==> src/rtl/aes_spi_pkg.sv <==
// ============================================================================
// Module   : aes_spi_pkg
// Brief    : Shared encodings, frame lengths and CRC-8 helpers for the AES SPI
//            slave. AES_SPI_CRC8_EN adds a trailing CRC byte to every frame.
// Revision : 1.0 - initial release
// ============================================================================
`default_nettype none

package aes_spi_pkg;

    localparam logic [1:0] OP_KEY  = 2'b00;
    localparam logic [1:0] OP_ENC  = 2'b01;
    localparam logic [1:0] OP_DEC  = 2'b10;
    localparam logic [1:0] OP_READ = 2'b11;

    localparam logic [1:0] NK_128 = 2'b00;
    localparam logic [1:0] NK_192 = 2'b01;
    localparam logic [1:0] NK_256 = 2'b10;
    localparam logic [1:0] NK_BAD = 2'b11;

    localparam int KEY_BYTES_128 = 16;
    localparam int KEY_BYTES_192 = 24;
    localparam int KEY_BYTES_256 = 32;
    localparam int BLOCK_BYTES   = 16;

    localparam int STAT_BUSY  = 7;
    localparam int STAT_VALID = 6;
    localparam int STAT_ERROR = 5;

    localparam logic [7:0] CRC_POLY = 8'h07;

`ifdef AES_SPI_CRC8_EN
    localparam int CRC_BITS = 8;
`else
    localparam int CRC_BITS = 0;
`endif

    typedef enum logic [2:0] {
        ST_IDLE    = 3'd0,
        ST_CMD     = 3'd1,
        ST_PAYLOAD = 3'd2,
        ST_READ    = 3'd3,
        ST_COMMIT  = 3'd4
    } state_t;

    // Total bits of a well-formed frame, command byte and optional CRC included.
    function automatic logic [8:0] frame_bits(input logic [1:0] op, input logic [1:0] nk);
        int bytes;
        bytes = BLOCK_BYTES;
        if (op == OP_KEY) begin
            case (nk)
                NK_128:  bytes = KEY_BYTES_128;
                NK_192:  bytes = KEY_BYTES_192;
                default: bytes = KEY_BYTES_256;
            endcase
        end
        return 9'((1 + bytes) * 8 + CRC_BITS);
    endfunction

    function automatic logic [7:0] crc8_bit(input logic [7:0] crc, input logic din);
        logic fb;
        fb = crc[7] ^ din;
        return {crc[6:0], 1'b0} ^ (fb ? CRC_POLY : 8'h00);
    endfunction

    function automatic logic [7:0] crc8_block(input logic [135:0] msg);
        logic [7:0] crc;
        crc = 8'h00;
        for (int i = 135; i >= 0; i--) begin
            crc = crc8_bit(crc, msg[i]);
        end
        return crc;
    endfunction

endpackage

`default_nettype wire

==> src/rtl/aes_spi_sync_edge.sv <==
// ============================================================================
// Module   : aes_spi_sync_edge
// Brief    : 2-FF synchronizer with a delay stage producing rise/fall pulses.
// Revision : 1.0 - initial release
// ============================================================================
`default_nettype none

module aes_spi_sync_edge #(
    parameter logic RESET_VAL = 1'b0
) (
    input  logic clk,
    input  logic rst,
    input  logic din,
    output logic level,
    output logic rise,
    output logic fall
);

    logic meta;
    logic sync;
    logic dly;

    always_ff @(posedge clk or negedge rst) begin
        if (!rst) begin
            meta <= RESET_VAL;
            sync <= RESET_VAL;
            dly  <= RESET_VAL;
        end else begin
            meta <= din;
            sync <= meta;
            dly  <= sync;
        end
    end

    assign level = sync;
    assign rise  = sync & ~dly;
    assign fall  = ~sync & dly;

endmodule

`default_nettype wire

==> src/rtl/aes_spi_slave.sv <==
// ============================================================================
// Module   : aes_spi_slave
// Brief    : Oversampled SPI mode-0 command front end for the AES core.
//            Define AES_SPI_CRC8_EN to require/append a CRC-8 byte per frame.
// Revision : 1.0 - initial release
// ============================================================================
`default_nettype none

module aes_spi_slave
    import aes_spi_pkg::*;
(
    input  logic         clk,
    input  logic         rst,
    input  logic         sclk,
    input  logic         cs_n,
    input  logic         mosi,
    output logic         miso,
    output logic [1:0]   nk_val,
    output logic [255:0] key,
    output logic [127:0] data_in,
    output logic         start_enc,
    output logic         start_dec,
    input  logic         core_done,
    input  logic [127:0] core_data,
    output logic         busy
);

    localparam int STG_W = 256 + CRC_BITS;
    localparam int TX_W  = 136 + CRC_BITS;

    logic sclk_rise, sclk_fall, sclk_level_unused;
    logic cs_rise, cs_fall, cs_level_unused;
    logic mosi_s, mosi_rise_unused, mosi_fall_unused;

    aes_spi_sync_edge #(.RESET_VAL(1'b0)) u_sync_sclk (
        .clk(clk), .rst(rst), .din(sclk),
        .level(sclk_level_unused), .rise(sclk_rise), .fall(sclk_fall)
    );

    // Reset low so a frame already in progress at reset release never yields
    // a fall event; the slave rejoins only on the next genuine cs_n fall.
    aes_spi_sync_edge #(.RESET_VAL(1'b0)) u_sync_cs (
        .clk(clk), .rst(rst), .din(cs_n),
        .level(cs_level_unused), .rise(cs_rise), .fall(cs_fall)
    );

    aes_spi_sync_edge #(.RESET_VAL(1'b0)) u_sync_mosi (
        .clk(clk), .rst(rst), .din(mosi),
        .level(mosi_s), .rise(mosi_rise_unused), .fall(mosi_fall_unused)
    );

    state_t             state;
    logic [8:0]         bit_cnt;
    logic [7:0]         cmd;
    logic [STG_W-1:0]   stage;
    logic [TX_W-1:0]    tx;
    logic [127:0]       result;
    logic               result_valid;
    logic               error;

    logic [255:0]       payload;
    logic               crc_ok;
    logic [TX_W-1:0]    tx_load;
    logic [7:0]         status;
    logic               busy_eff;
    logic               count_ok;
    logic [1:0]         cmd_op;
    logic [1:0]         cmd_nk;

    assign cmd_op   = cmd[7:6];
    assign cmd_nk   = cmd[5:4];
    assign busy_eff = busy & ~core_done;
    assign count_ok = (bit_cnt == frame_bits(cmd_op, cmd_nk));
    assign status   = {busy, result_valid, error, 5'b0};
    assign miso     = tx[TX_W-1];

`ifdef AES_SPI_CRC8_EN
    logic [7:0] crc_run;
    // Running the CRC over the received check byte as well leaves zero on a match.
    assign crc_ok  = (crc_run == 8'h00);
    assign payload = stage[STG_W-1:CRC_BITS];
    assign tx_load = {status, result, crc8_block({status, result})};
`else
    assign crc_ok  = 1'b1;
    assign payload = stage;
    assign tx_load = {status, result};
`endif

    always_ff @(posedge clk or negedge rst) begin
        if (!rst) begin
            state        <= ST_IDLE;
            bit_cnt      <= '0;
            cmd          <= '0;
            stage        <= '0;
            tx           <= '0;
            result       <= '0;
            result_valid <= 1'b0;
            error        <= 1'b0;
            busy         <= 1'b0;
            nk_val       <= NK_128;
            key          <= '0;
            data_in      <= '0;
            start_enc    <= 1'b0;
            start_dec    <= 1'b0;
`ifdef AES_SPI_CRC8_EN
            crc_run      <= '0;
`endif
        end else begin
            start_enc <= 1'b0;
            start_dec <= 1'b0;

            // Result capture precedes any commit in the same cycle.
            if (core_done) begin
                result       <= core_data;
                result_valid <= 1'b1;
                busy         <= 1'b0;
            end

            case (state)
                ST_IDLE: begin
                    if (cs_fall) begin
                        state   <= ST_CMD;
                        bit_cnt <= '0;
                        cmd     <= '0;
                        stage   <= '0;
                        tx      <= tx_load;
`ifdef AES_SPI_CRC8_EN
                        crc_run <= '0;
`endif
                    end
                end

                ST_CMD, ST_PAYLOAD, ST_READ: begin
                    if (cs_rise) begin
                        state <= ST_COMMIT;
                        case (cmd_op)
                            OP_KEY: begin
                                if (!count_ok || cmd_nk == NK_BAD || busy_eff || !crc_ok) begin
                                    error <= 1'b1;
                                end else begin
                                    key    <= payload;
                                    nk_val <= cmd_nk;
                                end
                            end
                            OP_ENC, OP_DEC: begin
                                if (!count_ok || busy_eff || !crc_ok) begin
                                    error <= 1'b1;
                                end else begin
                                    data_in   <= payload[127:0];
                                    busy      <= 1'b1;
                                    start_enc <= (cmd_op == OP_ENC);
                                    start_dec <= (cmd_op == OP_DEC);
                                end
                            end
                            default: begin
                                if (count_ok) begin
                                    error <= 1'b0;
                                    if (!core_done) result_valid <= 1'b0;
                                end else begin
                                    error <= 1'b1;
                                end
                            end
                        endcase
                    end else begin
                        if (sclk_rise) begin
                            if (bit_cnt != 9'h1FF) bit_cnt <= bit_cnt + 9'd1;
`ifdef AES_SPI_CRC8_EN
                            crc_run <= crc8_bit(crc_run, mosi_s);
`endif
                            if (state == ST_CMD) begin
                                cmd <= {cmd[6:0], mosi_s};
                                if (bit_cnt == 9'd7) begin
                                    state <= (cmd[6:5] == OP_READ) ? ST_READ : ST_PAYLOAD;
                                end
                            end else if (state == ST_PAYLOAD) begin
                                stage <= {stage[STG_W-2:0], mosi_s};
                            end
                        end
                        if (sclk_fall) tx <= {tx[TX_W-2:0], 1'b0};
                    end
                end

                ST_COMMIT: state <= ST_IDLE;
                default:   state <= ST_IDLE;
            endcase
        end
    end

endmodule

`default_nettype wire

==> config.mk <==
export PLATFORM = sky130hd
export DESIGN_NAME = aes_spi_slave
export DESIGN_NICKNAME = d
export VERILOG_FILES = /design/src/rtl/aes_spi_pkg.sv /design/src/rtl/aes_spi_sync_edge.sv /design/src/rtl/aes_spi_slave.sv
export SDC_FILE = /design/constraint.sdc
export NUM_CORES = 1
export LEC_CHECK = 0
export BUFFER_PORTS_ARGS = -buffer_cell sky130_fd_sc_hd__buf_2
export CORE_UTILIZATION = 60
export CTS_BUF_LIST = sky130_fd_sc_hd__clkbuf_8
export CTS_CLUSTER_DIAMETER = 200
export CTS_CLUSTER_SIZE = 25
export DETAILED_ROUTE_END_ITERATION = 8
export MAX_ROUTING_LAYER = met4
export PLACE_DENSITY = 0.84
export SYNTH_ARGS = -nofsm -noshare
export SYNTH_HDL_FRONTEND = slang
export SYNTH_SLANG_ARGS = --single-unit
==> constraint.sdc <==
create_clock -name clk -period 7.7 [get_ports clk]
set_input_delay 1.54 -clock clk [delete_from_list [all_inputs] [get_ports clk]]
set_output_delay 1.54 -clock clk [all_outputs]
set_load 0.03 [all_outputs]
Yosys cells after proc, flatten, opt, wreduce, memory -nomap -nowiden --
Index checks and enable logic that the tools add are counted.
Storage, ports and cells: input bits 134, bits in registers 939, logic and storage cells 131, output and inout port bits 390
Cells by class: eq/ne operators 24, reduce and logical (&&, ||, !) cells 19, multiplexer cells 52, bitwise gates (word level) 12, $add $sub $neg 2
Operator list (count):
- $mux W256 | 5
- $pmux W256 S2 | 1
- $mux W136 | 3
- $pmux W136 S2 | 1
- $mux W9 | 4
- $mux W8 | 4
- $mux W1 | 23
- $reduce_and A4 Y1 | 5
- $ne A2 B2 Y1 const B | 9
- $pmux W9 S2 | 1
- $pmux W8 S2 | 1
- $mux W3 | 5
- $pmux W6 S2 | 1
- $reduce_and A5 Y1 | 2
- $add A9 B1 Y9 const B | 1
- $eq A9 B3 Y1 const B | 1
- $eq A9 B9 Y1 | 1
- $ne A3 B3 Y1 const B | 3
- $ne A9 B9 Y1 const B | 1
- $not A1 Y1 | 7
- $add A2 B6 Y6 const A | 1
- $eq A2 B2 Y1 const B | 3
- $eq A3 B2 Y1 const B | 2
- $mux W6 | 1
- other kinds (14) | 23

Depth between registers and ports, before layout --
word-level depth 11, gate-level depth with buffers 11, gate-level depth less buffers 10

By module --
From an unflattened synthesis, not the netlist that was laid out.
Unflattened totals: cells, all modules 3079, area total of the unflattened synthesis 38111.6 um^2
By module, submodules not included:
- aes_spi_slave | instances 1, seq. area each 23297.3 um^2, cells an instance 3064, area each 37841.3 um^2
- aes_spi_sync_edge | instances 3, seq. area each 75.1 um^2, cells an instance 5, area each 90.1 um^2

Worst setup path after synthesis --
OpenSTA, ideal clock, no wires.
kind input-to-reg, start input port core_done, end register key[160], buffers on the path 2, slack 4.811 ns, arrival 2.764 ns, data required time 7.575 ns, stages 5, library setup time 0.125 ns, cells stage by stage nand2b_1 > o2111ai_1 > clkbuf_1 > buf_2 > mux2_2
On the way: longest elaborated chain between the ends 5
RTL lines:
- start: declaration | line aes_spi_slave.sv:23 | input logic core_done,
- $not A1 Y1 | line aes_spi_slave.sv:72 | assign busy_eff = busy & ~core_done;
- $and A1 B1 Y1 | line aes_spi_slave.sv:72
- $logic_or A1 B1 Y1 | line aes_spi_slave.sv:138 | if (!count_ok || cmd_nk == NK_BAD || busy_eff || !crc_ok) begin
- $not A1 Y1 (no line)
- $reduce_and A4 Y1 (no line)
- end signal: assignment | line aes_spi_slave.sv:141 | key <= payload;
- end: declaration | line aes_spi_slave.sv:19 | output logic [255:0] key,
No other way between the ends. A chain may end at the register's enable or synchronous reset.

Worst setup path after layout --
start input port core_done, end register key[216]
The elaborated chain is that of the path after synthesis.

==> flow_metrics.py <==
metrics = {
    "clock_tree": {
        "cts_buffers": 43,
        "cts_hold_buf": 0,
        "path_clk_slew_ns": 0.15,
        "htreeDepth": 2,
        "cts_root_buffer": "clkbuf_8",
        "cts_buffer_depth": 3,
        "clock_latency_ns": 0.69,
        "cts_setup_buffers": 0,
        "cts_resized": 0,
        "cts_sinks": 939,
        "cts_tree": "built",
    },
    "detailed_routing": {
        "drt_iter0_markers": 1909,
        "viasPerCell": 5.55,
        "ant_nets": 0,
        "dr.pass1.iters": 5,
        "wirelength_met1_mm": 32.9,
        "highest_layer": "met4",
        "dr_wl_met2_mm": 38.0,
        "wl_mm": 76.9,
        "dr_wl_met3_mm": 3.23,
        "drc_errors": 0,
        "post_drt_wl_per_cell_um": 18.0,
        "num_vias": 23700,
    },
    "critical_path": {
        "crit_slowest_cell": "buf_12",
        "crit_chain": "buf_4, nand2b_1, o2111ai_4, buf_4, buf_12, mux2_2",
        "cp.arrival_ns": 4.16,
        "cp-end-kind": "register",
        "rrSetupSlack_ns": 4.12,
        "crit_fanout": 157,
        "crit_top_cell": "buf_4",
        "critPathMaxStageDelay_ns": 0.64,
        "criticalPathCategory": "in -> reg",
        "required_ns": 8.26,
        "start_kind": "input pin",
    },
    "power_and_ir_drop": {
        "powerDensity_nw_per_um2": 245,
        "leakage_nw": 21.1,
        "ir_drop_v": 0.000417,
    },
    "global_route": {
        "grt_pass1_wl_mm": 125,
        "overflow": 0,
        "track_usage_pct": 25.5,
        "grt_max_degree": 248,
        "antenna_found_initial": 4,
        "grt_pass1_vias": 23400,
    },
    "sta": {
        "worstMarginPinSlew_ns": 1.24,
        "fin_skew_ns": 0.0317,
        "post-route-period-util_pct": 46.7,
        "finalHoldViolations": 0,
        "slew_headroom_pct": 17.3,
        "finalSetupViolCount": 0,
        "max_freq_ghz": 0.278,
        "fin_setup_tns_ns": 0,
        "whs_ns": 0.370,
        "fin_crit_ns": 3.60,
        "rsz0062_at_grt": "no",
        "drv_slew": 0,
    },
    "logic_synthesis": {
        "yosysSeqAreaShare_pct": 63.2,
        "postSynthCellCount": 3070,
        "syn_area_per_cell_um2": 12.1,
        "synth.distinct_cells": 46,
        "synthAdderAreaFrac_pct": 0.266,
        "async_reset_ff_share_pct": 100,
        "synth_edf_count": 0,
        "yosys_most_used_dff": "dfrtp_1",
        "synth_compound_area_share_pct": 3.99,
        "synth_area_um2": 37200,
        "synth_warnings": 0,
        "postSynthRegisterBits": 939,
        "synth_top_family_by_area": "multiplexers",
        "synth-xor-area-share_pct": 0.0471,
        "yosys.area_share.simple_pct": 10.1,
        "yosys-mux-area-fraction_pct": 19.9,
        "syn_nets": 3211,
    },
    "place": {
        "dp_hpwl_mm": 51.0,
        "place_area_um2": 40200,
        "gp_congestion": 0.839,
        "portBuffers": 523,
    },
    "outcome": {
        "status": "finished clean",
    },
    "hold_path": {
        "min_path_type": "reg -> reg",
    },
    "finish": {
        "fill_cells": 4488,
        "drive_gt1_share_pct": 35.5,
        "syn_to_final_growth_pct": 10.1,
        "finalNetCount": 3615,
        "fin_area_um2": 40900,
    },
    "floorplanning": {
        "ios": 524,
        "initial_core_util_pct": 61.1,
        "die_h_um": 251,
        "rows": 90,
        "coreArea_um2": 60800,
        "dieArea_um2": 62900,
        "die_w_um": 251,
    },
    "flow_run": {
        "maxCapViolations": 0,
    },
}
## cells in the mapped netlist (all sizes together) (3+ instances only)
cell type / number / area share, %
ha: 7 / 0.24
inv: 16 / 0.16
o21ai: 271 / 3.7
nand2b: 3 / 0.051
clkbuf: 106 / 1.1
nand2: 920 / 9.3
nor3: 5 / 0.098
dfrtp: 939 / 63
mux2: 648 / 20
buf: 83 / 1.2
a21oi: 5 / 0.067
nand3: 4 / 0.054
mux2i: 10 / 0.27
and3: 3 / 0.051
nor2: 14 / 0.14
## cell families (layout without fill, tap and decap cells)
group | Yosys count | count (layout)
xor gates and xnor gates | 2 | 2
adders and majority gates | 8 | 8
other | 0 | 4
muxes | 658 | 658
DFF | 939 | 939
buffers and inverters | 205 | 610
and+or+nand+nor | 969 | 969
AOI/OAI and AO/OA | 289 | 289
## cell type report
class                      instances  area (um^2)  share of cell area [%]
multi-input combinational       1926        12800                    31.3
timing repair buffer             548         2910                    7.10
antenna                            4         10.0                  0.0245
tap                              782          978                    2.39
clock buffer                      45          619                    1.51
sequential                       939        23500                    57.5
clock inverter                     1         16.3                  0.0398
inverter                          16         60.1                   0.147
## flip-flops by register name, indices dropped and copies added, names as in the netlist, 2 cells and up
| register | flops |
|---|---|
| tx | 136 |
| data_in | 128 |
| key | 256 |
| state | 3 |
| bit_cnt | 9 |
| payload | 256 |
| nk_val | 2 |
| result | 128 |
| cmd | 8 |
## routing by layer
| layer | global-route usage [%] | vias to the layer above |
|---|---|---|
| met5 | - | - |
| met4 | 8.87 | 0 |
| met3 | 3.51 | 146 |
| met2 | 40.5 | 509 |
| met1 | 34.1 | 12000 |
| li1 | - | 11000 |
## per-stage QoR
step,utilization [%],total power (W),instances,setup WS [ns]
CTS,67.2,0.0101,4257,4.11
detailed placement,66.2,0.00820,4211,3.44
floorplan,-,0.00762,3070,4.81
global route,67.3,0.0106,4261,3.75
finish,67.3,0.0100,4261,4.10
global placement,66.2,0.00810,4211,3.49
## power breakdown
group          switching [W]  internal (W)
sequential          0.000248       0.00538
clock                0.00139      0.000537
combinational        0.00158      0.000868
## critical path, delay by kind of cell
| family | cells | cell delay [ns] |
|---|---|---|
| mux | 1 | 0.42 |
| simple gates | 1 | 0.34 |
| buf+inv | 3 | 1.42 |
| compound gates | 1 | 0.15 |
## worst paths after layout
path                                 from              end  cells past startpoint
setup / recovery                core_done         key[216]                      6
setup reg to reg                 state[2]     payload[220]                      6
hold reg to reg            u_sync_cs.meta  u_sync_cs.level                      0
min in group asynchronous             rst     data_in[123]                      1
max in group asynchronous             rst         key[197]                      2
hold / removal             u_sync_cs.meta  u_sync_cs.level                      0
## cell usage in the layout (no fill, tap or decap), types with 2 or more instances in the layout
| master | n |
|---|---|
| a21oi_1 | 5 |
| and2_1 | 2 |
| and3_1 | 3 |
| buf_12 | 7 |
| buf_2 | 521 |
| buf_4 | 19 |
| clkbuf_8 | 45 |
| dfrtp_1 | 939 |
| diode_2 | 4 |
| ha_1 | 7 |
| inv_1 | 16 |
| mux2_1 | 20 |
| mux2_2 | 628 |
| mux2i_1 | 10 |
| nand2_1 | 920 |
| nand2b_1 | 3 |
| nand3_1 | 4 |
| nand4_1 | 2 |
| nor2_1 | 13 |
| nor3_1 | 4 |
| nor3b_1 | 2 |
| nor4_1 | 2 |
| nor4b_1 | 2 |
| o2111ai_4 | 2 |
| o21ai_0 | 234 |
| o21ai_1 | 37 |
| o31ai_1 | 2 |
| or2_2 | 2 |
| or3_1 | 2 |
| xnor2_1 | 2 |
(Power assumes the default switching activity.)
